## src/rtl/hack_pkg.sv

```systemverilog
// Shared Hack instruction encoding: bit positions, ALU control bundle and dest/jump fields.
package hack_pkg;

    localparam int unsigned DATA_WIDTH     = 16;
    localparam int unsigned INSTR_TYPE_BIT = 15;
    localparam int unsigned A_BIT          = 12;
    localparam int unsigned COMP_MSB       = 11;
    localparam int unsigned COMP_LSB       = 6;
    localparam int unsigned DEST_A         = 5;
    localparam int unsigned DEST_D         = 4;
    localparam int unsigned DEST_M         = 3;
    localparam int unsigned JMP_LT         = 2;
    localparam int unsigned JMP_EQ         = 1;
    localparam int unsigned JMP_GT         = 0;

    typedef struct packed {
        logic zx;
        logic nx;
        logic zy;
        logic ny;
        logic f;
        logic no;
    } alu_ctrl_t;

    typedef struct packed {
        logic a;
        logic d;
        logic m;
    } dest_t;

    typedef struct packed {
        logic lt;
        logic eq;
        logic gt;
    } jump_t;

endpackage

```

## src/rtl/hack_alu.sv

```systemverilog
// 16-bit Hack ALU: operand zero/negate stages, add-or-and, output negate, zero/negative flags.
module hack_alu
    import hack_pkg::*;
(
    input  logic [15:0] x,
    input  logic [15:0] y,
    input  alu_ctrl_t   ctrl,
    output logic [15:0] out,
    output logic        zr,
    output logic        ng
);

    logic [15:0] x_z;
    logic [15:0] x_n;
    logic [15:0] y_z;
    logic [15:0] y_n;
    logic [15:0] fx;

    always_comb begin
        x_z = ctrl.zx ? 16'h0000 : x;
        x_n = ctrl.nx ? ~x_z : x_z;
        y_z = ctrl.zy ? 16'h0000 : y;
        y_n = ctrl.ny ? ~y_z : y_z;
        fx  = ctrl.f ? (x_n + y_n) : (x_n & y_n);
        out = ctrl.no ? ~fx : fx;
        zr  = (out == 16'h0000);
        ng  = out[15];
    end

endmodule

```

## src/rtl/hack_cpu_core.sv

```systemverilog
// Hack CPU core: instruction decode, A/D/PC registers, jump resolution and data-memory write port.
module hack_cpu_core
    import hack_pkg::*;
#(
    parameter int unsigned ADDR_WIDTH = 15,
    parameter int unsigned RESET_PC   = 0
) (
    input  logic                  clk,
    input  logic                  rst,
    input  logic [15:0]           instr,
    input  logic                  instr_valid,
    input  logic [15:0]           in_m,
    output logic [15:0]           out_m,
    output logic                  write_m,
    output logic [ADDR_WIDTH-1:0] address_m,
    output logic [ADDR_WIDTH-1:0] pc,
    output logic [15:0]           dbg_d
);

    logic [15:0]           a_reg;
    logic [15:0]           d_reg;
    logic [ADDR_WIDTH-1:0] pc_reg;

    logic        is_c;
    alu_ctrl_t   ctrl;
    dest_t       dest;
    jump_t       jump;
    logic [15:0] alu_y;
    logic [15:0] alu_out;
    logic        alu_zr;
    logic        alu_ng;
    logic        take;
    logic        unused_bits;

    // Decode is purely combinational; instr[14:13] carry no meaning.
    always_comb begin
        is_c        = instr[INSTR_TYPE_BIT];
        ctrl        = alu_ctrl_t'(instr[COMP_MSB:COMP_LSB]);
        dest        = dest_t'(instr[DEST_A:DEST_M]);
        jump        = jump_t'(instr[JMP_LT:JMP_GT]);
        alu_y       = instr[A_BIT] ? in_m : a_reg;
        take        = (jump.lt & alu_ng) | (jump.eq & alu_zr) | (jump.gt & ~alu_ng & ~alu_zr);
        unused_bits = ^instr[14:13];
    end

    hack_alu u_alu (
        .x    (d_reg),
        .y    (alu_y),
        .ctrl (ctrl),
        .out  (alu_out),
        .zr   (alu_zr),
        .ng   (alu_ng)
    );

    // Jump target and write address both use the pre-edge A value.
    always_ff @(posedge clk) begin
        if (rst) begin
            a_reg  <= 16'h0000;
            d_reg  <= 16'h0000;
            pc_reg <= ADDR_WIDTH'(RESET_PC);
        end else if (instr_valid) begin
            if (!is_c) begin
                a_reg  <= instr;
                pc_reg <= pc_reg + ADDR_WIDTH'(1);
            end else begin
                if (dest.a) a_reg <= alu_out;
                if (dest.d) d_reg <= alu_out;
                pc_reg <= take ? a_reg[ADDR_WIDTH-1:0] : (pc_reg + ADDR_WIDTH'(1));
            end
        end
    end

    assign out_m     = alu_out;
    assign write_m   = instr_valid & is_c & dest.m & ~rst;
    assign address_m = a_reg[ADDR_WIDTH-1:0];
    assign pc        = pc_reg;
    assign dbg_d     = d_reg;

endmodule
```

## config.mk

```make
export PLATFORM = sky130hd
export DESIGN_NAME = hack_cpu_core
export DESIGN_NICKNAME = d
export VERILOG_FILES = /design/src/rtl/hack_pkg.sv /design/src/rtl/hack_alu.sv /design/src/rtl/hack_cpu_core.sv
export SDC_FILE = /design/constraint.sdc
export NUM_CORES = 1
export LEC_CHECK = 0
export CELL_PAD_IN_SITES_DETAIL_PLACEMENT = 0
export CELL_PAD_IN_SITES_GLOBAL_PLACEMENT = 2
export CORE_ASPECT_RATIO = 0.75
export CORE_MARGIN = 2
export CORE_UTILIZATION = 33
export CTS_BUF_LIST = sky130_fd_sc_hd__clkbuf_8
export DETAILED_ROUTE_END_ITERATION = 8
export DONT_BUFFER_PORTS = 1
export PLACE_DENSITY_LB_ADDON = 0.1
export SYNTH_ARGS = -nofsm -noshare
export SYNTH_HDL_FRONTEND = slang
export SYNTH_SLANG_ARGS = --single-unit
```

## constraint.sdc

```tcl
create_clock -name clk -period 7.63 [get_ports clk]
set_input_delay 0.763 -clock clk [delete_from_list [all_inputs] [get_ports clk]]
set_output_delay 0.763 -clock clk [all_outputs]
set_load 0.01 [all_outputs]
```

==> impl_results.md, run 1 <==
* Status: complete, no violations
* M1 GR Usage at 29.6%
* Pre-CTS setup slack at ~2500 ps
* CTS resizes at 0
* DIE AREA at approximately 15000 sq um
* Leakage at 1.68 nW
* Sequential cell fraction of total power at between 30% and 40%
* Num Clock Sinks at 47
* Vias per inst at ~6
* Initial antenna violation count at 0
* Row count at 37
* CTS H-tree lvls at 2
* Max Cap Viol at 0
* Switching Share at 39.5%
* CP Buf/Inv Count at 1
* CP Cell Sequence: mux2i_1 -> nor2_1 -> xor2_1 -> ha_1 -> fa_1 -> a21oi_1 -> nor4b_1 -> nor3_1 -> xnor2_1 -> a2111o_1 -> a2111oi_2 -> nor4b_2 -> mux2i_1 -> buf_4 -> and2_4 -> o311ai_1
* Number of enable flip-flop cells after synthesis at 0
* Mean Syn Cell Area at 7.89 sq um
* Filler cells at ~1500
* First-pass GRT wire length at between 20000 and 25000 um
* Worst-path clk slew at ~100 ps
* Share of layout cells above drive strength 1 at about 7.6%
* Root Driver: clkbuf_8
* Die Ht at 107 um
* DRT Pass-1 Iters at 5
* Yosys top cell by area: dfxtp_1
* Drc violations at 0
* Clock latency on the worst-skew pair at approximately 330 ps
* Crit Path Max Fanout at 16
* Setup Crit Path Kind: reg2reg
* # hold bufs at CTS at 0
* Starting DRT DRC Count at approximately 280
* Max Freq at a little over 200 MHz
* Maximum VDD drop at approximately 70 uV
* Vias in the first global route at slightly above 4000
* Unrepaired setup endpoints after global routing: no
* Worst Max-Slew Pin Slew at 868 ps
* Post-synth ARST share at 0%
* CP delay by family, top: compound AO/OA/AOI/OAI gates
* PortBufs at 0
* Grt peak-use layer: met1
* Clock Skew at approximately 8 ps
* XOR/XNOR Fraction of Synth Area at around 9.8%
* Hold EP: a_reg[15]
* Total Nets Final at 588
* Multi-input gate area at roughly 3400 sq um
* Area growth syn-to-layout at 1.19%
* Hold_sp: a_reg[15]
* Synth cell types at 69
* Slowest-stage cell, CP: dfxtp_1
* FF-to-FF End: pc[5]
* Cells after Synth at approximately 590
* Via count at between 4000 and 5000
* Internal at approximately 0.00053 W
* Seq/Total Area, Yosys at between 20 and 25%
* # diodes at 0
* Fin crit share at between 60% and 70%
* Critical Path Most Common Cell: mux2i_1
* Yosys reg bits at 47
* Total grt overflow at 0
* CTS tree: yes
* Most frequent cell after synthesis: nor2_1
* Routed Antenna Nets at 0
* Die width at around 140 um
* Reg2Reg Depth at 16
* Total wire length at approximately 15000 um
* Starting Density at 33.8%
* Hold Path Depth at 2
* WP data required at 7830 ps
* Psw at ~0.00035 W
* Reg2reg start: a_reg[0]
* CTS max path bufs at 2
* Synth Cell Area at between 4000 and 5000 sq um
* Top cells by area, synth: dfxtp_1 (20%), mux2i_1 (5.8%), xnor2_1 (5.1%)
* Routing usage on met3 at 5.58%
* Largest family of logic cells by synthesized area: simple AND/OR/NAND/NOR gates
* Worst slew margin at 42.0%
* GRT met2 Usage at between 20% and 30%
* Worst hold-check path type: reg2reg
* Clock power frac at between 20% and 30%
* Flop-to-flop setup slack at roughly 2800 ps
* Critical path data arrival time at 5040 ps
* Fin util at between 30% and 40%
* Setup TNS at 0 ps
* CP endpoint kind: flop
* CP max stage delay at 510 ps
* Proportion of netlist area held by the largest area contributor at a little over 20%
* HPWL Detailed at around 11000 um
* Setup crit start kind: flop
* Ys flop type: dfxtp_1
* Synth Area in Compound Gates at ~23%
* Cell area power density at approximately 190 nW/um^2
* Mux cell area share after synthesis at between 6 and 7%
* WL per Instance at roughly 21 um
* I/O pins at 98
* Yosys Warn Count at 0
* Storage element area at about 940 sq um
* Post-synthesis adder-cell area fraction at ~5%
* Synth top cells by count: nor2_1 (55), nand2_1 (49), dfxtp_1 (47), clkbuf_1 (35)
* GP Congestion at 0.848
* Cts bufs inserted at 5
* Final Hold Viols at 0
* Simple-Gate Fraction of Synth Area at roughly 29%
* Combinational group share of total power at 39.9%
* Core area at between 10000 and 15000 sq um
* Final Critical Period at just under 5000 ps
* Fin. max-slew vios at 0
* Syn nets at between 600 and 700
* Critical Path Start: a_reg[0]
* Gr usage total at around a fifth
* Post-CTS setup buffer count at 0
* Fin Hold WS at 463 ps
* Post-route setup slack at 2790 ps
* Largest net degree at the start of global routing at 91
* Setup violations, final at 0
-- layout make-up --
type / instances / share of cell area (%)
multi-input combinational: 472 / 71.5
inverter: 6 / 0.480
timing repair buffer: 3 / 0.480
clock buffer: 5 / 1.47
tap: 175 / 4.66
clock inverter: 3 / 1.36
sequential: 47 / 20.0
-- kinds of logic (layout without fill, tap and decap cells) --
kind of cell,count (synthesis),after routing
compound gates,138,138
xor+xnor,52,52
fa+ha+maj,18,18
buf+inv,69,17
flops,47,47
mux,28,28
simple gates,236,236
-- worst max-delay path by stage --
stage                         to  slack, ps  cells past startpoint
final                      pc[5]       2790                     16
after global routing       pc[5]       2320                     16
after CTS                  pc[5]       2730                     16
after detailed placement   pc[5]       2460                     16
after global placement    pc[12]       2480                     16
after floorplan           pc[13]       2340                     17
-- power by group through the flow --
stage	clock network, W	logic, W	registers, W
final	0.000235	0.000350	0.000293
after global routing	0.000249	0.000389	0.000297
after CTS	0.000241	0.000350	0.000294
after detailed placement	0	0.000349	0.000299
after global placement	0	0.000347	0.000299
after floorplan	0	0.000308	0.000286
-- metrics by stage --
stage	instances	cell area, sq um	power, W
global route	711	4700	0.000935
CTS	711	4700	0.000885
finish	711	4700	0.000878
global placement	703	4560	0.000645
floorplan	588	4640	0.000594
detailed placement	703	4560	0.000648
-- tightest hold or removal path: cells and delay by family, from the launching register on --
kind,cells,cell delay [ps]
DFF,1,320
and+or+nand+nor,1,50
AOI/OAI and AO/OA,1,50
-- per-layer routing --
layer,vias up,share of wire (%)
met5,-,0
met4,0,0.57
met3,7,6.9
met2,119,42
met1,2036,50
li1,2039,-
-- cells in the final DEF (no fill, tap or decap), types with 4 or more instances in the layout --
| master | Yosys | routed |
|---|---|---|
| nor3b_1 | 16 | 16 |
| nor2_1 | 55 | 55 |
| inv_1 | 5 | 6 |
| xnor2_1 | 27 | 27 |
| or3_1 | 4 | 4 |
| clkbuf_8 | 0 | 5 |
| a21oi_1 | 24 | 24 |
| mux2i_1 | 27 | 27 |
| nand3_1 | 10 | 10 |
| nor3_1 | 15 | 15 |
| nand2_1 | 49 | 49 |
| a211oi_1 | 19 | 19 |
| nor4bb_1 | 12 | 12 |
| xor2_1 | 25 | 25 |
| or3b_2 | 14 | 14 |
| o21a_1 | 9 | 9 |
| o211ai_1 | 16 | 16 |
| o21ai_0 | 6 | 6 |
| dfxtp_1 | 47 | 47 |
| ha_1 | 17 | 17 |
| o22ai_1 | 11 | 11 |
| nand2b_1 | 23 | 23 |
| o311ai_1 | 11 | 11 |
| and3_1 | 13 | 13 |
(Power assumes the default switching activity.)
==> inputs of run 2 (changes only) <==
--- a/config.mk
+++ b/config.mk
@@ -5,11 +5,12 @@
 export SDC_FILE = /design/constraint.sdc
 export NUM_CORES = 1
 export LEC_CHECK = 0
+export ABC_AREA = 1
 export CELL_PAD_IN_SITES_DETAIL_PLACEMENT = 0
 export CELL_PAD_IN_SITES_GLOBAL_PLACEMENT = 2
 export CORE_ASPECT_RATIO = 0.75
 export CORE_MARGIN = 2
-export CORE_UTILIZATION = 33
+export CORE_UTILIZATION = 31
 export CTS_BUF_LIST = sky130_fd_sc_hd__clkbuf_8
 export DETAILED_ROUTE_END_ITERATION = 8
 export DONT_BUFFER_PORTS = 1
==> constraint.sdc (replaced) <==
create_clock -name clk -period 4.3 [get_ports clk]
set_input_delay 0.43 -clock clk [delete_from_list [all_inputs] [get_ports clk]]
set_output_delay 0.43 -clock clk [all_outputs]
set_load 0.01 [all_outputs]
==> impl_results.md, run 2 <==
* Core area at about 15000 sq um
* Largest family of logic cells by synthesized area: simple AND/OR/NAND/NOR gates
* Total wire length at around 16000 um
* Root Driver: clkbuf_8
* Unrepaired setup endpoints after global routing: no
* Setup Crit Path Kind: reg2reg
* Clock latency on the worst-skew pair at between 300 and 400 ps
* Fin crit share at between 80 and 90%
* Largest net degree at the start of global routing at 32
* Critical path data arrival time at 3890 ps
* Met1 WL at 8150 um
* DP Cell Count at a little under 1000
* Commonest non-fill, non-tap cell in the layout: nand2_1
* Drc violations at 0
* Post-CTS setup buffer count at 0
* Vias in the first global route at between 4000 and 5000
* Initial antenna violation count at 1
* Most frequent cell after synthesis: nand2_1
* CTS tree: yes
* GP Congestion at just under 0.8
* DR WL met2 at approximately 6900 um
* Worst Max-Slew Pin Slew at between 800 and 900 ps
* Yosys Warn Count at 0
* Simple-Gate Fraction of Synth Area at about two fifths
* HPWL Detailed at around 13000 um
* Cell area power density at between 300 and 400 nW/um^2
* Total grt overflow at 0
* Final Critical Period at 3650 ps
* DR top layer: met4
* Post-route setup slack at approximately 650 ps
* Syn nets at approximately 860
* PortBufs at 0
* Pre-CTS setup slack at ~270 ps
* Clock Skew at slightly below 7 ps
* I/O pins at 98
* Starting DRT DRC Count at ~270
* Row count at 39
* Post-synthesis adder-cell area fraction at under 10%
* Proportion of netlist area held by the largest area contributor at between 10% and 20%
* Vias per inst at ~5.0
* Internal at between 0.0009 and 0.001 W
* CTS resizes at 0
* Synth top cells by count: nand2_1 (210), inv_1 (119), nand3_1 (111), a21oi_1 (61), dfxtp_1 (47)
* Yosys reg bits at 47
* Psw at 0.000674 W
* Most frequent cells in the layout: nand2_1 (210), inv_1 (120), nand3_1 (111), a21oi_1 (61), dfxtp_1 (47)
* Mux cell area share after synthesis at 0%
* Crit Path Max Fanout at 16
* CTS H-tree lvls at 2
* Cts bufs inserted at 5
* XOR/XNOR Fraction of Synth Area at 8.20%
* Number of enable flip-flop cells after synthesis at 0
* Clock power frac at between 20 and 25%
* Final non-filler cell total at about 1000
* Synth cell types at 35
* Worst slew margin at between 40% and 50%
* Leakage at 2.40 nW
* Fin Hold WS at approximately 180 ps
* Routed Antenna Nets at 0
* Status: complete, no violations
* Post-synth ARST share at 0%
* Fin. max-slew vios at 0
* Final Hold Viols at 0
* First-pass GRT wire length at about 26000 um
* Worst hold-check path type: in2reg
* Cells after Synth at around 800
* # hold bufs at CTS at 0
* Via count at 4828
* CTS max path bufs at 2
* Synth Area in Compound Gates at 13.1%
* Gr usage total at approximately a fifth
* Routed wl met3 at around 1200 um
* WP data required at between 4000 and 5000 ps
* Num Clock Sinks at 47
* DRT Pass-1 Iters at 7
* Switching Share at 42.3%
* Sequential cell fraction of total power at between 30% and 40%
* Die width at between 100 and 150 um
* Worst-path clk slew at roughly 100 ps
* Top cells by area, synth: dfxtp_1 (20%), nand2_1 (16%), nand3_1 (12%)
* Yosys top cell by area: dfxtp_1
* Total Nets Final at 820
* Area growth syn-to-layout at 3.44%
* WL per Instance at ~17 um
* Setup crit start kind: flop
* Fin util at about a third
* CP endpoint kind: flop
* Maximum VDD drop at 116 uV
* Setup violations, final at 0
* Die Ht at 112 um
* Starting Density at about a third
* Mean Syn Cell Area at about 6 sq um
* Max Cap Viol at 0
* Setup TNS at 0 ps
* Ys flop type: dfxtp_1
* Synth Cell Area at ~4800 sq um
* Combinational group share of total power at approximately 43%
* Max Freq at approximately 270 MHz
* Seq/Total Area, Yosys at 19.6%
* DIE AREA at ~17000 sq um
* Share of layout cells above drive strength 1 at around 8.9%
-- run 2: cell families after synthesis --
logic type	count (synthesis)
adder cells (fa/ha/maj)	18
flip-flops	47
AO/OA/AOI/OAI	114
XOR/XNOR	45
AND/OR/NAND/NOR	400
buffers and inverters	179
-- run 2: area by class of cell --
class	count	area (sq um)
Inverter	128	480
Clock inverter	3	63.8
Clock buffer	5	68.8
Antenna cell	1	2.50
Tap cell	205	256
Timing Repair Buffer	8	60.1
Fill cell	1747	10200
Sequential cell	47	941
Multi-Input combinational cell	577	3100
-- run 2: worst max-delay path, stage by stage (launching register included) --
cell,delay [ps]
dfxtp_1,340
nor2_1,50
nor2_1,70
o21ai_0,160
xor2_1,190
ha_1,290
fa_1,430
nand2_1,100
nand2_1,90
nand3_2,90
nand2_2,110
nand2_2,110
nand3_1,90
nand3_2,100
nand3_2,60
nand2_2,170
inv_2,90
nor2_2,200
nand3_2,120
nand3_4,210
nand2_4,200
nand2_2,90
nand3_1,60
a21oi_1,130
-- run 2: metal layers --
metal | vias to the layer above | track usage, %
li1 | 2461 | -
met1 | 2232 | 29.1
met2 | 125 | 30.5
met5 | - | 0
met4 | 0 | 2.63
met3 | 10 | 5.00
-- run 2: through the flow --
| step | area, sq um | power, W |
|---|---|---|
| after global placement | 4840 | 0.00121 |
| after CTS | 4970 | 0.00162 |
| after global routing | 4970 | 0.00173 |
| final | 4970 | 0.00159 |
| after floorplan | 4810 | 0.00108 |
| after detailed placement | 4840 | 0.00121 |
-- run 2: final timing paths --
| kind | from | to | slack (ps) | cells after the start |
|---|---|---|---|---|
| worst min-delay path | rst | pc[7] | 180 | 1 |
| worst max register to register | a_reg[0] | pc[6] | 650 | 23 |
| worst min register to register | a_reg[15] | a_reg[15] | 460 | 2 |
| worst max-delay path | a_reg[0] | pc[6] | 650 | 23 |
-- run 2: power groups by stage --
| stage | combinational, W | clock [W] | sequential (W) |
|---|---|---|---|
| 4_1_cts | 0.000692 | 0.000413 | 0.000515 |
| 5_1_grt | 0.000785 | 0.000428 | 0.000520 |
| 3_3_place_gp | 0.000683 | 0 | 0.000525 |
| 6_report | 0.000683 | 0.000396 | 0.000514 |
| 2_1_floorplan | 0.000574 | 0 | 0.000507 |
| 3_5_place_dp | 0.000690 | 0 | 0.000525 |
